==> src/rtl/adc_if_pkg.sv <==
// -----------------------------------------------------------------------------
// adc_if_pkg
// Constants and types shared by the ADC serial interface blocks: the
// reader (adc_serial_reader) and the control-word writer on TFSnot.
//   ADC_FRAME_BITS : default number of bits in one converter frame
//   ADC_SCLK_IDLE  : level SCLK rests at between frames
//   adc_state_e    : frame sequencing states common to reader and writer
// -----------------------------------------------------------------------------
package adc_if_pkg;

  localparam int   ADC_FRAME_BITS = 16;
  localparam logic ADC_SCLK_IDLE  = 1'b1;

  typedef enum logic [1:0] {
    IDLE  = 2'd0,
    SETUP = 2'd1,
    SHIFT = 2'd2,
    DONE  = 2'd3
  } adc_state_e;

endpackage

==> src/rtl/adc_sclk_gen.sv <==
// -----------------------------------------------------------------------------
// adc_sclk_gen
// Half-period divider producing SCLK for the ADC serial port.
// While en=1, SCLK toggles every CLK_DIV clk cycles, starting from the idle
// level. While en=0, SCLK is held at the idle level and the divider is cleared,
// so each enable period begins with a full idle-level half period.
// Ports:
//   clk, rst   : system clock, synchronous active-high reset
//   en         : run the divider
//   sclk       : serial clock (registered)
//   fall_tick  : high in the clk cycle that drives SCLK 1->0
//   rise_tick  : high in the clk cycle that drives SCLK 0->1
// -----------------------------------------------------------------------------
module adc_sclk_gen
  import adc_if_pkg::*;
#(
  parameter int CLK_DIV = 4
) (
  input  logic clk,
  input  logic rst,
  input  logic en,
  output logic sclk,
  output logic fall_tick,
  output logic rise_tick
);

  localparam int            DW       = $clog2(CLK_DIV);
  localparam logic [DW-1:0] DIV_LAST = DW'(CLK_DIV - 1);
  localparam logic [DW-1:0] DIV_ONE  = DW'(1);

  logic [DW-1:0] div_q, div_d;
  logic          sclk_q, sclk_d;
  logic          half_end;

  assign half_end  = en && (div_q == DIV_LAST);
  assign fall_tick = half_end && sclk_q;
  assign rise_tick = half_end && !sclk_q;
  assign sclk      = sclk_q;

  always_comb begin
    div_d  = div_q;
    sclk_d = sclk_q;
    if (!en) begin
      div_d  = '0;
      sclk_d = ADC_SCLK_IDLE;
    end else if (half_end) begin
      div_d  = '0;
      sclk_d = ~sclk_q;
    end else begin
      div_d  = div_q + DIV_ONE;
    end
  end

  always_ff @(posedge clk) begin
    if (rst) begin
      div_q  <= '0;
      sclk_q <= ADC_SCLK_IDLE;
    end else begin
      div_q  <= div_d;
      sclk_q <= sclk_d;
    end
  end

endmodule

==> src/rtl/adc_serial_reader.sv <==
// -----------------------------------------------------------------------------
// adc_serial_reader
// Reads one conversion word from the external ADC per start request.
// Drives SCLK / RFSnot, shifts SDATA in MSB-first on SCLK falling edges and
// presents the low DATA_BITS as the sample and the upper bits as status.
// Build option:
//   ADC_READ_SIGNEXT_EN : when defined, the sample field is two's complement
//                         and data_out is sign-extended to 16 bits; otherwise
//                         it is zero-extended. Timing is unaffected.
// Ports:
//   clk, rst    : system clock, synchronous active-high reset
//   start       : one-cycle read request, ignored while busy
//   SDATA       : serial data from ADC (asynchronous, synchronized here)
//   SCLK        : serial clock to ADC, idles high
//   RFSnot      : receive frame sync, active low for the whole frame
//   busy        : frame in progress (SETUP, SHIFT, DONE)
//   data_out    : last sample, held until the next frame completes
//   status_out  : upper frame bits of the last word
//   data_valid  : one-cycle pulse when data_out/status_out update
// -----------------------------------------------------------------------------
module adc_serial_reader
  import adc_if_pkg::*;
#(
  parameter int CLK_DIV    = 4,
  parameter int FRAME_BITS = ADC_FRAME_BITS,
  parameter int DATA_BITS  = 12
) (
  input  logic                             clk,
  input  logic                             rst,
  input  logic                             start,
  input  logic                             SDATA,
  output logic                             SCLK,
  output logic                             RFSnot,
  output logic                             busy,
  output logic [15:0]                      data_out,
  output logic [FRAME_BITS-DATA_BITS-1:0]  status_out,
  output logic                             data_valid
);

  localparam int            CW       = $clog2(FRAME_BITS + 1);
  localparam logic [CW-1:0] LAST_BIT = CW'(FRAME_BITS);
  localparam logic [CW-1:0] CNT_ONE  = CW'(1);

  adc_state_e                      state_q, state_d;
  logic [CW-1:0]                   bit_cnt_q, bit_cnt_d;
  logic [FRAME_BITS-1:0]           shift_q, shift_d;
  logic [1:0]                      sync_q, sync_d;
  logic [15:0]                     data_q, data_d;
  logic [FRAME_BITS-DATA_BITS-1:0] status_q, status_d;

  logic sclk_en;
  logic fall_tick;
  logic rise_tick;

  function automatic logic [15:0] extend_sample(input logic [DATA_BITS-1:0] raw);
`ifdef ADC_READ_SIGNEXT_EN
    logic signed [DATA_BITS-1:0] sraw;
    sraw = signed'(raw);
    return 16'(sraw);
`else
    return 16'(raw);
`endif
  endfunction

  // SCLK runs only while the frame is being clocked out of the converter.
  assign sclk_en = (state_q == SETUP) || (state_q == SHIFT);

  adc_sclk_gen #(
    .CLK_DIV (CLK_DIV)
  ) u_sclk_gen (
    .clk       (clk),
    .rst       (rst),
    .en        (sclk_en),
    .sclk      (SCLK),
    .fall_tick (fall_tick),
    .rise_tick (rise_tick)
  );

  assign RFSnot     = !sclk_en;
  assign busy       = (state_q != IDLE);
  assign data_valid = (state_q == DONE);
  assign data_out   = data_q;
  assign status_out = status_q;

  always_comb begin
    state_d   = state_q;
    bit_cnt_d = bit_cnt_q;
    shift_d   = shift_q;
    data_d    = data_q;
    status_d  = status_q;
    sync_d    = {sync_q[0], SDATA};

    // Synchronized SDATA is sampled in the cycle that drives SCLK low.
    if (sclk_en && fall_tick) begin
      shift_d   = {shift_q[FRAME_BITS-2:0], sync_q[1]};
      bit_cnt_d = bit_cnt_q + CNT_ONE;
    end

    case (state_q)
      IDLE: begin
        if (start) begin
          state_d   = SETUP;
          bit_cnt_d = '0;
          shift_d   = '0;
        end
      end
      SETUP: begin
        if (fall_tick) state_d = SHIFT;
      end
      SHIFT: begin
        // The rise after the final low half-period closes the frame; SCLK and
        // RFSnot return high together as the state leaves SHIFT.
        if (rise_tick && (bit_cnt_q == LAST_BIT)) begin
          state_d  = DONE;
          data_d   = extend_sample(shift_q[DATA_BITS-1:0]);
          status_d = shift_q[FRAME_BITS-1:DATA_BITS];
        end
      end
      DONE: begin
        state_d = IDLE;
      end
      default: begin
        state_d = IDLE;
      end
    endcase
  end

  always_ff @(posedge clk) begin
    if (rst) begin
      state_q   <= IDLE;
      bit_cnt_q <= '0;
      shift_q   <= '0;
      sync_q    <= '0;
      data_q    <= '0;
      status_q  <= '0;
    end else begin
      state_q   <= state_d;
      bit_cnt_q <= bit_cnt_d;
      shift_q   <= shift_d;
      sync_q    <= sync_d;
      data_q    <= data_d;
      status_q  <= status_d;
    end
  end

endmodule

==> config.mk <==
export PLATFORM = sky130hd
export DESIGN_NAME = adc_serial_reader
export DESIGN_NICKNAME = d
export VERILOG_FILES = /design/src/rtl/adc_if_pkg.sv /design/src/rtl/adc_sclk_gen.sv /design/src/rtl/adc_serial_reader.sv
export SDC_FILE = /design/constraint.sdc
export NUM_CORES = 1
export LEC_CHECK = 0
export CELL_PAD_IN_SITES_DETAIL_PLACEMENT = 1
export CELL_PAD_IN_SITES_GLOBAL_PLACEMENT = 1
export CORE_ASPECT_RATIO = 2
export CORE_UTILIZATION = 40
export CTS_CLUSTER_DIAMETER = 40
export DETAILED_ROUTE_END_ITERATION = 7
export PLACE_DENSITY_LB_ADDON = 0.1
export SYNTH_ARGS = -nofsm -noshare
export SYNTH_HDL_FRONTEND = slang
export SYNTH_SLANG_ARGS = --single-unit
==> constraint.sdc <==
create_clock -name clk -period 4.8 [get_ports clk]
set_input_delay 0.48 -clock clk [delete_from_list [all_inputs] [get_ports clk]]
set_output_delay 0.48 -clock clk [all_outputs]
set_load 0.01 [all_outputs]
==> reports/results.ini, run 1 <==
[status]
status=complete, no violations

[setup_path]
startpoint_type=register
crit_path_max_incr_delay_ps=980
path_cells=inv_1 -> ha_1 -> nand4_1 -> nand4bb_1 -> mux2i_1 -> nor2_1
reg2reg_from=state_q[0]
crit_required_ps=4960
r2r_setup_slack_ps=2170
critical_path.max_fanout=16
critPathKind=reg2reg
cp-startpoint=state_q[0]
cp_slowest_cell=nand4bb_1
critPathArrivalTime_ps=2790
critPathCaptureType=register

[power_and_ir_drop]
finalPower_uw=813.8
power_density_mw_per_mm2=394.4
p_leak_nw=0.8610
p_sw_uw=211.5
p_sw_frac=0.2599
seq_power_share=0.480
irDropWorstVdd_uv=280.0
clkPwrFrac=0.335
p_comb_frac=0.186
p_int_uw=602.3

[routing]
viasPerCell=4.904
route.detailed.drc=0
routedWlPerCell_um=13.77
drt_iter0_markers=2
final_antenna_net_count=0
dr.pass1.iters=4
finalWirelength_mm=3.580
via_count=1275

[logic_synthesis]
syn-cell-area_mm2=0.001734
yosys.area.top_type=dfxtp_1
ys_seq_area_frac=0.5079
synth_seq_cells=44
syn_area_per_cell_um2=9.224
synth_ff_type=dfxtp_1
synth_area_leaders=dfxtp_1 (51%), mux2i_1 (9.8%), nand2_1 (7.6%)
synthArstFlopShare=0
yosysWarnings=0
synth.top_cell.area_share=0.5079
syn_inst=188
synth_edf_count=0
ys_types=27

[die]
fp.dieW_um=48.56
dieArea_mm2=0.004619
fp-row-count=33
core_area_mm2=0.004129
num_io_pins=28
die_y_um=95.12
initial_core_util=0.4200

[place]
dpl_cell_area_mm2=0.001956
place_hpwl_mm=2.640
routabilityCongestion=0.7277
portBuffers=23

[global_routing]
overflow=0
grt.total_usage=0.1752
grt_max_degree=23
antenna_found_initial=0
grt_pass1_vias=1351
grt_pass1_wl_mm=6.203

[sta]
fmax_mhz=380.3
fin_worst_skew_ps=5.157
setup_tns_ps=0
hold_viol_final=0
finalMaxSlewViolations=0
rsz0062_at_grt=no
setup_viol_count_final=0
period_needed_ps=2630
worstMarginPinSlew_ps=1143
fin_crit_sh=0.5479
slew_headroom=0.2337

[clocking]
ctsResizeCount=0
ctsHoldBuffers=0
post_cts_buffers=0
htreeDepth=2
cts_inserted_buffers=5
cts_tree=done
root_buffer=clkbuf_8
clk_latency_ps=290
clk_path_buf_depth=2
clock-sinks=44
clkTransAtPathRegs_ps=80

[worst_hold_path]
hold_path.class=reg2reg
hp-start=u_sclk_gen.div_q[0]

[finish]
nets=219
synthToLayoutAreaGrowth_pct=18.98
final_util=0.4997
layout_commonest_cell=dfxtp_1
fin_area_mm2=0.002063
n_antenna_cell=0
drive_gt1_frac=0.03365
final_cell_mix=dfxtp_1 (44), nand2_1 (35), clkdlybuf4s50_1 (23), nor2_1 (22), a21oi_1 (18)

[run]
cap_violations=0

## critical path, delay by kind of cell (launching register included)
kind          cells  cell delay (ps)
buf+inv           1              100
flops             1              390
mux               1              470
fa+ha+maj         1              370
simple gates      3             1170
## synthesized netlist by cell type (all sizes together) (2+ instances only)
cell    count
nor2b       2
xor2        3
nor2       22
inv         6
nand4       3
clkbuf      5
dfxtp      44
buf         9
nand2b      3
nand2      35
xnor2       2
ha          8
a21oi      18
mux2i      17
## kinds of logic (layout without fill, tap and decap cells)
group,count (synthesis),count (layout),synth area share
simple gates,71,71,0.1761
flops,44,44,0.5079
compound gates,22,22,0.07071
buf+inv,20,37,0.06205
mux,17,17,0.09812
fa+ha+maj,8,8,0.05772
xor+xnor,5,5,0.02526
other cells,1,4,0.002162
## stage by stage
stage	hold slack, ps	setup slack (ps)	cells
global placement	415.3	2279	252
floorplan	404.3	3150	191
CTS	436.7	2087	260
finish	427.9	2170	260
detailed placement	425.1	2057	252
global route	458.9	1817	260
## power by group through the flow
stage	logic [mW]	registers, mW	clock network (mW)
global placement	0.146	0.397	0
global route	0.172	0.393	0.297
CTS	0.156	0.391	0.283
detailed placement	0.155	0.400	0
floorplan	0.101	0.396	0
finish	0.151	0.390	0.272
## layer usage
layer	GRT usage	up-vias	routed length, µm
met2	0.3498	22	2070
met3	0.02392	7	78
met5	0	-	0
li1	-	635	-
met1	0.1687	611	1336
met4	0.09559	0	95
## final cells by class
| class | instances | area (µm²) |
|---|---|---|
| Sequential cell | 44 | 880.8 |
| Fill cell | 494 | 2066 |
| Timing Repair Buffer | 23 | 230.2 |
| Tap cell | 52 | 65.06 |
| Clock inverter | 2 | 35.03 |
| Multi-Input combinational cell | 127 | 757.0 |
| Clock buffer | 6 | 72.57 |
| Inverter | 6 | 22.52 |
## state kept, by name (all words and copies together) (netlist names)
signal / count
state_q: 2
u_sclk_gen.sclk: 1
u_sclk_gen.div_q: 2
bit_cnt_q: 5
status_out: 4
shift_q: 16
data_out: 12
sync_q: 2
## worst paths after layout
check	cells after the start	endpoint
max	6	status_out[0]
min	1	u_sclk_gen.div_q[0]
max reg2reg	6	status_out[0]
min reg2reg	1	u_sclk_gen.div_q[0]
(Power assumes the default switching activity.)
==> run 2: changes to the inputs <==
--- a/config.mk
+++ b/config.mk
@@ -8,7 +8,7 @@
 export CELL_PAD_IN_SITES_DETAIL_PLACEMENT = 1
 export CELL_PAD_IN_SITES_GLOBAL_PLACEMENT = 1
 export CORE_ASPECT_RATIO = 2
-export CORE_UTILIZATION = 40
+export CORE_UTILIZATION = 35
 export CTS_CLUSTER_DIAMETER = 40
 export DETAILED_ROUTE_END_ITERATION = 7
 export PLACE_DENSITY_LB_ADDON = 0.1
==> constraint.sdc (replaced) <==
create_clock -name clk -period 2.3 [get_ports clk]
set_input_delay 0.23 -clock clk [delete_from_list [all_inputs] [get_ports clk]]
set_output_delay 0.23 -clock clk [all_outputs]
set_load 0.01 [all_outputs]
==> run 2 against run 1 <==
  * Power up 120%
  * Wire length rose by 6.5%
  * Clock-buffer cell count rose by 1
  * Critical path depth down 2
  * First-iteration DRC count rose to 3.0 times the previous value
  * Setup slack worse by 1900 ps
  * Non-clock buffer count is 4 higher
  * Die area grew 14%
  * Sequential share of layout area is 1.1 points lower
  * Worst hold slack better by 6.2 ps
  * Via count rose by 2.4%
  * Largest power group unchanged
==> reports/results.ini, run 2 (synthesized netlist as in run 1, its figures left out) <==
[power_and_ir_drop]
irDropWorstVdd_uv=833.6  ; +200%
finalPower_mw=1.771  ; +120%
power_density_mw_per_mm2=837.2  ; +110%
p_leak_nw=0.8888  ; +3.2%

[routing]
viasPerCell=4.888  ; -0.33%
final_antenna_net_count=0  ; unchanged
routedWlPerCell_um=14.28  ; +3.7%
wl_met2_mm=2.211  ; +6.8%
route.detailed.drc=0  ; unchanged
via_count=1305  ; +2.4%
finalWirelength_mm=3.814  ; +6.5%
dr.pass1.iters=3  ; -1
highest_layer=met4
drt_iter0_markers=6  ; +4
wirelength_met1_mm=1.463  ; +9.5%
wl_met3_um=64  ; -18%

[clocking]
clkTransAtPathRegs_ps=80  ; about the same
cts_inserted_buffers=5  ; unchanged
cts_tree=done
ctsResizeCount=0  ; unchanged
ctsHoldBuffers=0  ; unchanged
clk_path_buf_depth=2  ; unchanged
clk_latency_ps=290  ; about the same
post_cts_buffers=0  ; unchanged
clock-sinks=44  ; unchanged
root_buffer=clkbuf_8
htreeDepth=2  ; unchanged

[setup_path]
cp_slowest_cell=clkdlybuf4s50_1
critPathKind=reg2out
r2r_setup_slack_ps=470  ; -1700 ps
rr_endpoint=state_q[1]
crit_required_ps=2070  ; -2890 ps
crit_family=buffers and inverters
critPathBufInv=3  ; +2
critical_path.max_fanout=5  ; -11
path_cells=inv_1 -> ha_1 -> inv_1 -> clkdlybuf4s50_1
cp-startpoint=state_q[0]
cpMostUsedCell=inv_1
reg2reg_depth=6  ; unchanged
critPathCaptureType=output port
critPathCapture=RFSnot
critPathArrivalTime_ps=1750  ; -1040 ps
reg2reg_from=state_q[1]
crit_path_max_incr_delay_ps=530  ; -450 ps
crit_cells=4  ; -2
startpoint_type=register

[sta]
slew_headroom=0.5275  ; +0.2938
fin_ws_ps=319.5  ; -1851 ps
worstMarginPinSlew_ps=708.7  ; -434.2 ps
setup_tns_ps=0  ; unchanged
fmax_mhz=504.9
fin_crit_sh=0.8611
period_needed_ps=1980
rsz0062_at_grt=no
hold_viol_final=0  ; unchanged
setup_viol_count_final=0  ; unchanged
finalMaxSlewViolations=0  ; unchanged
fin_worst_skew_ps=5.833  ; +0.6760 ps
whs_ps=434.1  ; +6.191 ps

[die]
core_area_mm2=0.004686  ; +13%
fp-row-count=35  ; +6.1%
dieArea_mm2=0.005257  ; +14%
die_y_um=101.5  ; +6.8%
initial_core_util=0.3701  ; -0.04991
fp.dieW_um=51.78  ; +6.6%
num_io_pins=28  ; unchanged

[finish]
layout_commonest_cell=dfxtp_1
fillers=560  ; +13%
fin_area_mm2=0.002116  ; +2.5%
final_util=0.4515  ; -0.04816
largest_reg_flops=16  ; unchanged
n_antenna_cell=0  ; unchanged
nets=223  ; +1.8%
drive_gt1_frac=0.05660  ; +0.02295
largest-register=shift_q
final_cell_mix=dfxtp_1 (44), nand2_1 (35), clkdlybuf4s50_1 (23), nor2_1 (22), a21oi_1 (18)
final_cell_count_no_fill=267  ; +2.7%
synthToLayoutAreaGrowth_pct=22.01

[worst_hold_path]
hold_path.class=reg2reg

[global_routing]
antenna_found_initial=0  ; unchanged
grt.total_usage=0.1681  ; -0.007157
grt_pass1_wl_mm=6.465  ; +4.2%
overflow=0  ; unchanged
grt_max_degree=22  ; -4.3%
grt_pass1_vias=1448  ; +7.2%

[status]
status=complete, no violations

[place]
dpl_cell_area_mm2=0.001989  ; +1.7%
place_inst=259  ; +2.8%
portBuffers=23  ; unchanged
routabilityCongestion=0.7473  ; +2.7%
place_hpwl_mm=2.724  ; +3.2%
dp_slack_ps=484.6  ; -1572 ps

[run]
cap_violations=0  ; unchanged

-- run 2: cell types whose count changed in the layout (fill, tap and decap cells not counted), sizes merged --
cell / previous run / this run
clkinv: 1 / 0
clkbuf: 6 / 7
buf: 0 / 4
-- run 2: layer usage --
layer	vias to the layer above	track usage
met3	5	0.02853
met4	0	0.07900
met1	631	0.1590
met5	-	0
met2	21	0.3297
li1	648	-
-- run 2: area by class of cell --
class / instances / area (µm²) / area share
Tap cell: 55 / 68.82 / 0.03253
Multi-Input combinational cell: 127 / 757.0 / 0.3578
Timing Repair Buffer: 27 / 260.3 / 0.1230
Clock inverter: 1 / 30.03 / 0.01419
Sequential cell: 44 / 880.8 / 0.4163
Inverter: 6 / 22.52 / 0.01064
Clock buffer: 7 / 96.34 / 0.04554
-- run 2: worst reg2reg max path: stages, from the launching register on --
cell and delay (ps):
dfxtp_1 400, inv_1 110, ha_1 360, nand4_1 120, o41ai_1 350, and2_1 240, mux2i_1 190
-- run 2: worst min-delay path by stage --
stage / end / slack [ps] / depth (start not counted) / from
floorplan: sync_q[0] / 360 / 1 / SDATA
global placement: u_sclk_gen.div_q[0] / 410 / 1 / u_sclk_gen.div_q[0]
detailed placement: u_sclk_gen.div_q[0] / 430 / 1 / u_sclk_gen.div_q[0]
CTS: u_sclk_gen.div_q[0] / 440 / 1 / u_sclk_gen.div_q[0]
global route: sync_q[1] / 460 / 1 / sync_q[0]
finish: u_sclk_gen.div_q[0] / 430 / 1 / u_sclk_gen.div_q[0]
-- run 2: where the power goes --
| part | total, mW | switching (mW) | internal, mW |
|---|---|---|---|
| Combinational | 0.321 | 0.176 | 0.145 |
| Clock | 0.634 | 0.250 | 0.383 |
| Sequential | 0.817 | 0.0258 | 0.791 |
==> run 3: changes to the inputs <==
--- a/config.mk
+++ b/config.mk
@@ -8,9 +8,10 @@
 export CELL_PAD_IN_SITES_DETAIL_PLACEMENT = 1
 export CELL_PAD_IN_SITES_GLOBAL_PLACEMENT = 1
 export CORE_ASPECT_RATIO = 2
-export CORE_UTILIZATION = 35
+export CORE_UTILIZATION = 40
 export CTS_CLUSTER_DIAMETER = 40
 export DETAILED_ROUTE_END_ITERATION = 7
+export DONT_BUFFER_PORTS = 1
 export PLACE_DENSITY_LB_ADDON = 0.1
 export SYNTH_ARGS = -nofsm -noshare
 export SYNTH_HDL_FRONTEND = slang
==> constraint.sdc (replaced) <==
create_clock -name clk -period 2.3 [get_ports clk]
set_input_delay 0.23 -clock clk [delete_from_list [all_inputs] [get_ports clk]]
set_output_delay 0.23 -clock clk [all_outputs]
set_load 0.005 [all_outputs]
==> run 3 against run 2 <==
  * Sequential share of layout area rose by 5.0 points
  * Clock-buffer cell count is 1 lower
  * Non-clock buffer count decreased by 22
  * Worst hold slack worse by 370 ps
  * Via count fell by 5.0%
  * Largest power group unchanged
  * Wire length decreased by 6.3%
  * Power decreased by 5.1%
  * Combinational power fell by 24%
==> reports/results.ini, run 3 (synthesized netlist as in run 1, its figures left out) <==
[status]
status=complete, no violations

[clocking]
clkTransAtPathRegs_ps=90  ; about the same
cts_tree=done
clock-sinks=44  ; unchanged
root_buffer=clkbuf_8
cts_inserted_buffers=5  ; unchanged
clk_path_buf_depth=2  ; unchanged
htreeDepth=2  ; unchanged
clk_latency_ps=300  ; about the same

[global_routing]
grt_pass1_vias=1294  ; -11%
grt.met2_usage=0.3380  ; +0.008358
overflow=0  ; unchanged
antenna_found_initial=0  ; unchanged
met3_usage=0.04466  ; +0.01613
grt.total_usage=0.1707  ; +0.002678
grt_pass1_wl_mm=5.906  ; -8.6%
grt_max_degree=22  ; unchanged
global_route.usage.met1=0.1604  ; +0.001431
grt_most_used_layer=met2

[setup_path]
critPathArrivalTime_ps=2030  ; +280 ps
crit_path_max_incr_delay_ps=390  ; -140 ps
critPathCaptureType=register
r2r_setup_slack_ps=440  ; -30 ps
critical_path.max_fanout=16  ; +11
cp_slowest_cell=dfxtp_1
critPathKind=reg2reg
path_cells=inv_1 -> ha_1 -> nand4_1 -> nand4bb_1 -> buf_4 -> mux2i_1 -> nor2_1
crit_required_ps=2470  ; +400 ps
startpoint_type=register
cp-startpoint=state_q[0]
reg2reg_from=state_q[0]

[power_and_ir_drop]
p_int_mw=1.238  ; -6.1%
clkPwrFrac=0.370  ; +0.012
p_sw_frac=0.2634  ; +0.008380
p_comb_frac=0.145  ; -0.036
power_density_mw_per_mm2=889.9  ; +6.3%
p_leak_nw=0.8077  ; -9.1%
finalPower_mw=1.681  ; -5.1%
p_sw_uw=442.9  ; -2.0%
irDropWorstVdd_uv=618.6  ; -26%
seq_power_share=0.485  ; +0.024

[finish]
nets=201  ; -9.9%
largest-register=shift_q
synthToLayoutAreaGrowth_pct=8.947
drive_gt1_frac=0.05789  ; +0.001291
largest_reg_flops=16  ; unchanged
n_antenna_cell=0  ; unchanged
final_cell_mix=dfxtp_1 (44), nand2_1 (35), nor2_1 (22), a21oi_1 (18), mux2i_1 (17)
layout_commonest_cell=dfxtp_1

[die]
initial_core_util=0.4200  ; +0.04991
dieArea_mm2=0.004619  ; -12%
fp-row-count=33  ; -5.7%
num_io_pins=28  ; unchanged
core_area_mm2=0.004129  ; -12%
fp.dieW_um=48.56  ; -6.2%
die_y_um=95.12  ; -6.3%

[place]
portBuffers=0  ; -100%
place_hpwl_mm=2.508  ; -7.9%
routabilityCongestion=0.7675  ; +2.7%

[sta]
setup_viol_count_final=0  ; unchanged
period_needed_ps=1864  ; -116.3 ps
hold_viol_final=0  ; unchanged
slew_headroom=0.5316  ; +0.004056
setup_tns_ps=0  ; unchanged
worstMarginPinSlew_ps=702.6  ; -6.085 ps
rsz0062_at_grt=no
fin_worst_skew_ps=6.165  ; +0.3321 ps
whs_ps=62.74  ; -371.3 ps
fin_crit_sh=0.8105  ; -0.05056
finalMaxSlewViolations=0  ; unchanged
fmax_mhz=536.4  ; +6.2%

[routing]
dr.pass1.iters=4  ; +1
route.detailed.drc=0  ; unchanged
final_antenna_net_count=0  ; unchanged
viasPerCell=5.124  ; +4.8%
routedWlPerCell_um=14.77  ; +3.4%
via_count=1240  ; -5.0%
finalWirelength_mm=3.575  ; -6.3%
drt_iter0_markers=24  ; +18

[run]
cap_violations=0  ; unchanged

[worst_hold_path]
hold_path.class=in2reg
hp-start=SDATA

==> run 3: final timing paths <==
kind / depth (start not counted) / to
setup / recovery: 7 / data_out[7]
hold / removal: 1 / sync_q[0]
setup reg to reg: 7 / data_out[7]
hold reg to reg: 1 / u_sclk_gen.div_q[0]
==> run 3: critical path: cells and delay by family, from the launching register on <==
kind	cells	cell delay, ps
DFF	1	390
and+or+nand+nor	3	310
buffers and inverters	2	390
adders and majority gates	1	380
muxes	1	250
==> run 3: power groups by stage <==
stage	sequential, mW	combinational (mW)	clock [mW]
after floorplan	0.827	0.197	0
after global placement	0.831	0.225	0
after detailed placement	0.835	0.236	0
after CTS	0.817	0.246	0.640
after global routing	0.820	0.271	0.675
final	0.815	0.244	0.621
==> run 3: layout make-up <==
class                           instances  area, µm²
Clock buffer                            6      82.58
Clock inverter                          2      38.79
Fill cell                             497       2240
Inverter                                6      22.52
Multi-Input combinational cell        127      757.0
Sequential cell                        44      880.8
Tap cell                               52      65.06
Timing Repair Buffer                    5      42.54
==> run 3: per-layer routing <==
layer | wire [µm] | part of all wire
met1 | 1425 | 0.40
met2 | 1970 | 0.55
met3 | 107 | 0.030
met4 | 71 | 0.020
met5 | 0 | 0
==> run 3: through the flow <==
stage / setup slack, ps / instances / utilization / area (µm²)
after floorplan: 650.2 / 191 / - / 1745
after global placement: 611.9 / 232 / 0.4233 / 1748
after detailed placement: 451.9 / 232 / 0.4233 / 1748
after CTS: 425.4 / 241 / 0.4552 / 1879
after global routing: 278.0 / 242 / 0.4576 / 1889
final: 435.8 / 242 / 0.4576 / 1889
==> run 3: timing repair <==
item                                    4_1_cts  5_1_grt
resized for setup                             0        0
endpoints found under the setup margin        0        0
hold endpoints to repair                     16        2
buffers inserted                              0        0
hold buffers                                  1        1
